File: src/rtl/excess3_deserializer.sv
// excess3_deserializer
// Serial-to-parallel collector for the Excess-3 bit stream produced by the
// serial BCD-to-Excess-3 converter. Bits arrive LSB first, four per digit,
// one per clock. Framing is implied by the shared reset: the first rising
// edge after reset release samples bit 0 of digit 0.
//
// Optional feature macro: E3_CHECK_EN
//   defined   : illegal-code detection drives code_err_o / word_err_o
//   undefined : range check and error accumulator are not built, both
//               error outputs are tied low
module excess3_deserializer #(
    parameter int DIGITS = 4
) (
    input  logic                  clock_i,
    input  logic                  reset_i,      // active-low, asynchronous
    input  logic                  x_i,
    output logic [3:0]            digit_o,
    output logic                  digit_valid_o,
    output logic [3:0]            bcd_digit_o,
    output logic                  code_err_o,
    output logic [4*DIGITS-1:0]   word_o,
    output logic [4*DIGITS-1:0]   bcd_word_o,
    output logic                  word_valid_o,
    output logic                  word_err_o
);

    localparam int DW = (DIGITS > 1) ? $clog2(DIGITS) : 1;
    localparam int WW = 4 * DIGITS;

    logic [1:0]    bit_cnt_q;
    logic [DW-1:0] dig_cnt_q;
    // Only the three older bits are kept; the fourth is the live input.
    logic [2:0]    sr_q;
    logic [WW-1:0] word_acc_q;

    logic [3:0]    digit_q;
    logic [3:0]    bcd_digit_q;
    logic          digit_valid_q;
    logic [WW-1:0] word_q;
    logic [WW-1:0] bcd_word_q;
    logic          word_valid_q;

    logic [3:0]    nib_d;
    logic [WW-1:0] word_d;
    logic [WW-1:0] bcd_word_d;
    logic          bit_last;
    logic          dig_last;

    assign nib_d    = {x_i, sr_q};
    assign bit_last = (bit_cnt_q == 2'd3);
    assign dig_last = (dig_cnt_q == DW'(DIGITS - 1));

    // Word accumulator with the current nibble merged in, plus its per-nibble BCD
    always_comb begin
        word_d     = word_acc_q;
        bcd_word_d = '0;
        for (int i = 0; i < DIGITS; i++) begin
            if (dig_cnt_q == DW'(i)) begin
                word_d[4*i +: 4] = nib_d;
            end
        end
        for (int i = 0; i < DIGITS; i++) begin
            bcd_word_d[4*i +: 4] = word_d[4*i +: 4] - 4'd3;
        end
    end

    // Framing counters, shift register and registered digit/word outputs
    always_ff @(posedge clock_i or negedge reset_i) begin
        if (!reset_i) begin
            bit_cnt_q     <= '0;
            dig_cnt_q     <= '0;
            sr_q          <= '0;
            word_acc_q    <= '0;
            digit_q       <= '0;
            bcd_digit_q   <= '0;
            digit_valid_q <= 1'b0;
            word_q        <= '0;
            bcd_word_q    <= '0;
            word_valid_q  <= 1'b0;
        end else begin
            bit_cnt_q     <= bit_cnt_q + 2'd1;
            sr_q          <= nib_d[3:1];
            digit_valid_q <= 1'b0;
            word_valid_q  <= 1'b0;
            if (bit_last) begin
                digit_q       <= nib_d;
                bcd_digit_q   <= nib_d - 4'd3;
                digit_valid_q <= 1'b1;
                word_acc_q    <= word_d;
                if (dig_last) begin
                    dig_cnt_q    <= '0;
                    word_q       <= word_d;
                    bcd_word_q   <= bcd_word_d;
                    word_valid_q <= 1'b1;
                end else begin
                    dig_cnt_q <= dig_cnt_q + DW'(1);
                end
            end
        end
    end

`ifdef E3_CHECK_EN
    logic code_err_d;
    logic code_err_q;
    logic err_acc_q;
    logic word_err_q;

    // Legal Excess-3 digits are 0011..1100
    assign code_err_d = (nib_d < 4'd3) || (nib_d > 4'd12);

    // Per-digit error flag and per-word sticky accumulator
    always_ff @(posedge clock_i or negedge reset_i) begin
        if (!reset_i) begin
            code_err_q <= 1'b0;
            err_acc_q  <= 1'b0;
            word_err_q <= 1'b0;
        end else if (bit_last) begin
            code_err_q <= code_err_d;
            if (dig_last) begin
                word_err_q <= err_acc_q | code_err_d;
                err_acc_q  <= 1'b0;
            end else begin
                err_acc_q <= err_acc_q | code_err_d;
            end
        end
    end

    assign code_err_o = code_err_q;
    assign word_err_o = word_err_q;
`else
    assign code_err_o = 1'b0;
    assign word_err_o = 1'b0;
`endif

    assign digit_o       = digit_q;
    assign bcd_digit_o   = bcd_digit_q;
    assign digit_valid_o = digit_valid_q;
    assign word_o        = word_q;
    assign bcd_word_o    = bcd_word_q;
    assign word_valid_o  = word_valid_q;

endmodule

File: config.mk
export PLATFORM = sky130hd
export DESIGN_NAME = excess3_deserializer
export DESIGN_NICKNAME = d
export VERILOG_FILES = /design/src/rtl/excess3_deserializer.sv
export SDC_FILE = /design/constraint.sdc
export NUM_CORES = 1
export LEC_CHECK = 0
export ABC_AREA = 1
export CORE_UTILIZATION = 47
export CTS_CLUSTER_DIAMETER = 80
export DETAILED_ROUTE_END_ITERATION = 10
export GPL_TIMING_DRIVEN = 0
export PLACE_DENSITY = 0.87
export SLEW_MARGIN = 40
export SYNTH_ARGS = -nofsm -noshare
export SYNTH_HDL_FRONTEND = slang
export SYNTH_SLANG_ARGS = --single-unit
File: constraint.sdc
create_clock -name clock_i -period 1.5 [get_ports clock_i]
set_input_delay 0.15 -clock clock_i [delete_from_list [all_inputs] [get_ports clock_i]]
set_output_delay 0.15 -clock clock_i [all_outputs]
set_load 0.1 [all_outputs]
### Word-level counts from Yosys, hierarchy flattened

Index checks and enable logic that the tools add are counted.

* logic and storage cells: 31
* input port bits: 3
* bits in registers: 65

* $add $sub $neg: 7
* multiplexer cells: 8
* eq/ne operators: 4
* reduce and logical (&&, ||, !) cells: 2

Operators with widths (count)
* 4-bit by 2-bit subtractor with 4-bit output, second input constant: 5
* 4-bit two-way mux: 4
* 2-bit == test, second input constant: 3
* 2-bit by 1-bit adder with 2-bit output, second input constant: 2
* 1-bit two-way mux: 3
* 2-bit by 1-bit == test with 1-bit output, second input constant: 1
* 2-bit zero test: 1
* 2-bit two-way mux: 1
* 2-bit AND reduction: 1

### Depth between registers and ports, before layout

* depth after elaboration: 3
* gate-level depth with buffers: 10
* mapped depth without buffers: 10

### Worst setup path before layout

No wires, ideal clock.

* path kind: register -> register
* from: register dig_cnt_q[1]
* to: register bcd_word_q[6], in the netlist bcd_word_o[6]
* slack: 0.017 ns
* arrival time: 1.363 ns
* stages on the path, launching flop included: 10
* period minus slack after synthesis: 1.483 ns
* data required time: 1.380 ns
* path buffers: 0
* setup time: 0.120 ns
* cells stage by stage: dfrtp_1 > inv_1 > ha_1 > inv_1 > nand2_1 > nand2_1 > ha_1 > xor2_1 > nand2_1 > nand2_1

* word-level cells in the longest chain between the ends: 3
* elaborated cells on any way between the ends: 5

RTL lines
* start: declaration: line 31 `logic [DW-1:0] dig_cnt_q;`
* start signal: assignment: line 96 `dig_cnt_q <= dig_cnt_q + DW'(1);`
* 2-bit by 1-bit == test with 1-bit output: line 58 `if (dig_cnt_q == DW'(i)) begin`
* 4-bit two-way mux: line 58
* net word_d[4]: line 44 `logic [WW-1:0] word_d;`
* 4-bit by 2-bit subtractor with 4-bit output: line 63 `bcd_word_d[4*i +: 4] = word_d[4*i +: 4] - 4'd3;`
* end signal: assignment: line 93 `bcd_word_q <= bcd_word_d;`
* end: declaration: line 40 `logic [WW-1:0] bcd_word_q;`

The timed path passes the listed nets, and every way through them passes these cells.
A chain may end at the register's enable or synchronous reset.

### Worst setup path in the final report

Same ends and word-level chain as after synthesis.

==> reports/results.tsv <==
stage	metric	value	unit
die	die height	78.6	um
setup_path	Crit path max-delay family	flip-flops	
routing	routed vias	2400	
synthesis	Yosys reg bits	65	
setup_path	slowest stage delay, CP	0.44	ns
synthesis	Syn Inst Count	308	
synthesis	Avg Cell Area, Syn	8.96	um2
global_route	pin count of the biggest net entering global routing	37	
pwr	Static Leak	1.82	nW
setup_path	Critical Path, Cell by Cell	inv_2 > ha_4 > inv_6 > nand2_4 > nand2_4 > ha_4 > xor2_1 > nand2_1 > nand2_1	
routing	DR iter-0 viols	206	
pwr	power density cells	1190	nW/um2
setup_path	slack of the worst reg-to-reg path	-0.04	ns
setup_path	Startpoint Class	flip-flop	
placed_design	gp weighted congestion	0.844	
routing	Pre-antenna DRT Iters	4	
setup_path	crit path DAT	1.77	ns
cts	Clock Sinks	65	
routing	vias per inst	5.32	
synthesis	Synth Flop Type	dfrtp_1	
synthesis	Mapped Area	2760	um2
die	Die X	78.6	um
sta	Final Hold Fails	0	
synthesis	yosys warns	0	
final_layout	Area growth, synth to finish	29.5	%
global_route	global route total overflow	0	
die	row cnt	27	
synthesis	leading area contributor after synthesis	dfrtp_1	
global_route	antenna violations before repair	0	
run_status	status	complete, but fails checks	
setup_path	CP Capture Type	flip-flop	
global_route	vias in the first global route	2284	
setup_path	WP buf/inv	2	
cts	clk_lat worst skew	0.34	ns
die	total core area	5570	um2
global_route	GRT Overall Usage	23.2	%
setup_path	worst-path fanout max	5	
cts	clock tree from TritonCTS	done	
sta	final slew viol count	0	
worst_hold_path	hold crit path type	input port to asynchronous set/reset pin	
final_layout	share of post-route cells with drive strength above 1	30.3	%
cts	CTS clk-pin slew, worst paths	0.07	ns
global_route	first-pass GRT wire length	10.7	mm
routing	Post-DRT Antenna Nets	0	
pwr	Peak VDD IR	0.585	mV
setup_path	CP Data Required Time	1.73	ns
sta	min cycle time layout	1.54	ns
synthesis	library cells used by synthesis	21	
placed_design	Post-Place Setup Slack	-0.169	ns
sta	Final Setup Violations	4	
setup_path	critical path type	flip-flop to flip-flop	
cts	Num CTS Buffers	9	
run_status	failing checks	negative setup slack	
synthesis	Post-synth EDFFs	0	
synthesis	Synth top area share	59.0	%
die	Starting Density	49.5	%
sta	slack of the critical path	-0.0388	ns
final_layout	fin util	64.1	%
die	Die ar.	6180	um2
final_layout	# fillers	436	
run	Max Cap Viol	0	
sta	RSZ-0062 raised after global routing	yes	
sta	Final Cycle Share	103	%
cts	CTS root buf	clkbuf_8	
final_layout	ant diodes	0	
synthesis	FFs w/ async S/R, synth	100	%
cts	H-tree depth	3	
setup_path	slowest CP cell	dfrtp_1	
routing	final WL	7.06	mm
sta	Fin Clk Skew	0.00926	ns
placed_design	DP Wirelength	4.23	mm
synthesis	Synth area leaders	dfrtp_1, nand2_1, o21ai_0, ha_1, nor2_1	
routing	drt wl/cell	15.7	um
synthesis	register area share after synthesis	59.0	%
cts	clock tree buffer depth	2	
final_layout	Total Nets Final	389	
pwr	total power draw	4.26	mW
die	io pins	47	
routing	drc violations	0	
sta	Max Fclk	650	MHz
placed_design	# port buffers	44	
## report_power, final
group	leakage [nW]	internal [mW]	switching (mW)	total, mW
registers	0.764	1.85	0.0671	1.92
logic	0.954	0.152	0.758	0.910
clock network	0.0978	0.785	0.644	1.43
## path summary, 6_finish.rpt
kind | startpoint | end | cells past startpoint
setup / recovery | dig_cnt_q[1] | bcd_word_o[6] | 9
hold / removal | reset_i | word_o[6] | 2
setup reg to reg | dig_cnt_q[1] | bcd_word_o[6] | 9
hold reg to reg | bit_cnt_q[0] | bit_cnt_q[0] | 1
max in group asynchronous | reset_i | dig_cnt_q[0] | 3
min in group clock_i | x_i | sr_q[2] | 1
## kinds of logic (layout without fill, tap and decap cells)
| kind of cell | Yosys count | in the layout | share of synthesized area, % |
|---|---|---|---|
| other cells | 1 | 2 | 0.136 |
| fa+ha+maj | 10 | 10 | 4.54 |
| compound gates | 45 | 45 | 8.71 |
| xor+xnor | 4 | 4 | 1.27 |
| simple gates | 151 | 151 | 21.1 |
| flops | 65 | 65 | 59.0 |
| buf+inv | 32 | 102 | 5.26 |
## Yosys cell counts (2+ instances only)
library cell / number
nand2_1: 118
dfrtp_1: 65
o21ai_0: 26
nor2_1: 22
inv_1: 17
ha_1: 10
nand3_1: 9
a31oi_1: 8
o21ai_1: 8
clkbuf_1: 5
buf_4: 4
xor2_1: 4
inv_2: 3
buf_2: 2
## layout by cell type (no fill, tap or decap), types with 2 or more instances in the layout
| cell type | synthesis | routed |
|---|---|---|
| nand2_4 | 0 | 3 |
| nand2_1 | 118 | 104 |
| o21ai_2 | 0 | 2 |
| o21ai_4 | 0 | 3 |
| clkbuf_1 | 5 | 2 |
| o21ai_1 | 8 | 5 |
| nand3_1 | 9 | 8 |
| a31oi_1 | 8 | 8 |
| ha_1 | 10 | 2 |
| nand2_2 | 1 | 12 |
| xor2_1 | 4 | 4 |
| buf_2 | 2 | 43 |
| buf_4 | 4 | 13 |
| clkinv_2 | 0 | 3 |
| ha_4 | 0 | 6 |
| inv_2 | 3 | 3 |
| nor2_1 | 22 | 22 |
| inv_1 | 17 | 13 |
| o21ai_0 | 26 | 24 |
| dfrtp_1 | 65 | 64 |
| buf_6 | 1 | 3 |
| ha_2 | 0 | 2 |
| conb_1 | 1 | 2 |
| clkbuf_8 | 0 | 10 |
| inv_4 | 0 | 3 |
| clkbuf_2 | 0 | 3 |
## through the flow
stage	instances	TNS, ns	hold WS (ns)	cell area (um2)
after floorplan	309	0	-0.146	2760
after global placement	425	-117.61	0.411	3290
after detailed placement	426	-1.07	0.135	3100
after CTS	446	-0.0171	0.314	3400
after global routing	451	-0.612	0.339	3570
final	451	-0.0896	0.310	3570
## registers in the layout, indices dropped and copies added, names as in the netlist, 2 cells and up
name and flops:
bcd_word_o 16, word_acc_q 16, word_o 16, bcd_digit_o 4, digit_o 4, sr_q 3, bit_cnt_q 2, dig_cnt_q 2
## per-layer routing
metal / vias to the layer above / share of wire [%] / track usage, %
li1: 1105 / - / -
met1: 1180 / 40 / 28.1
met2: 96 / 51 / 37.7
met3: 19 / 6.7 / 4.65
met4: 0 / 2.2 / 15.4
met5: - / 0 / 0
## layout make-up
class                   count  area, um2  share of cell area [%]
flip-flops and latches     65       1630                    45.6
multi-input cells         212       1170                    32.7
repair buffers             56        340                    9.53
clock buffers              10        138                    3.85
well taps                  72       90.1                    2.52
inverters                  20       87.6                    2.45
plain buffers              12       76.3                    2.14
clock inverters             4       45.0                    1.26
## what timing repair did
| item | 4_1_cts | 5_1_grt |
|---|---|---|
| gates resized for setup | 19 | 42 |
| setup endpoints to repair | 21 | 38 |
| hold buffers | 1 | 0 |
| buffers inserted | 5 | 5 |
| pin swaps | 3 | 7 |
| endpoints found under the hold margin | 35 | 0 |
Power figures use the tool's default switching activity.
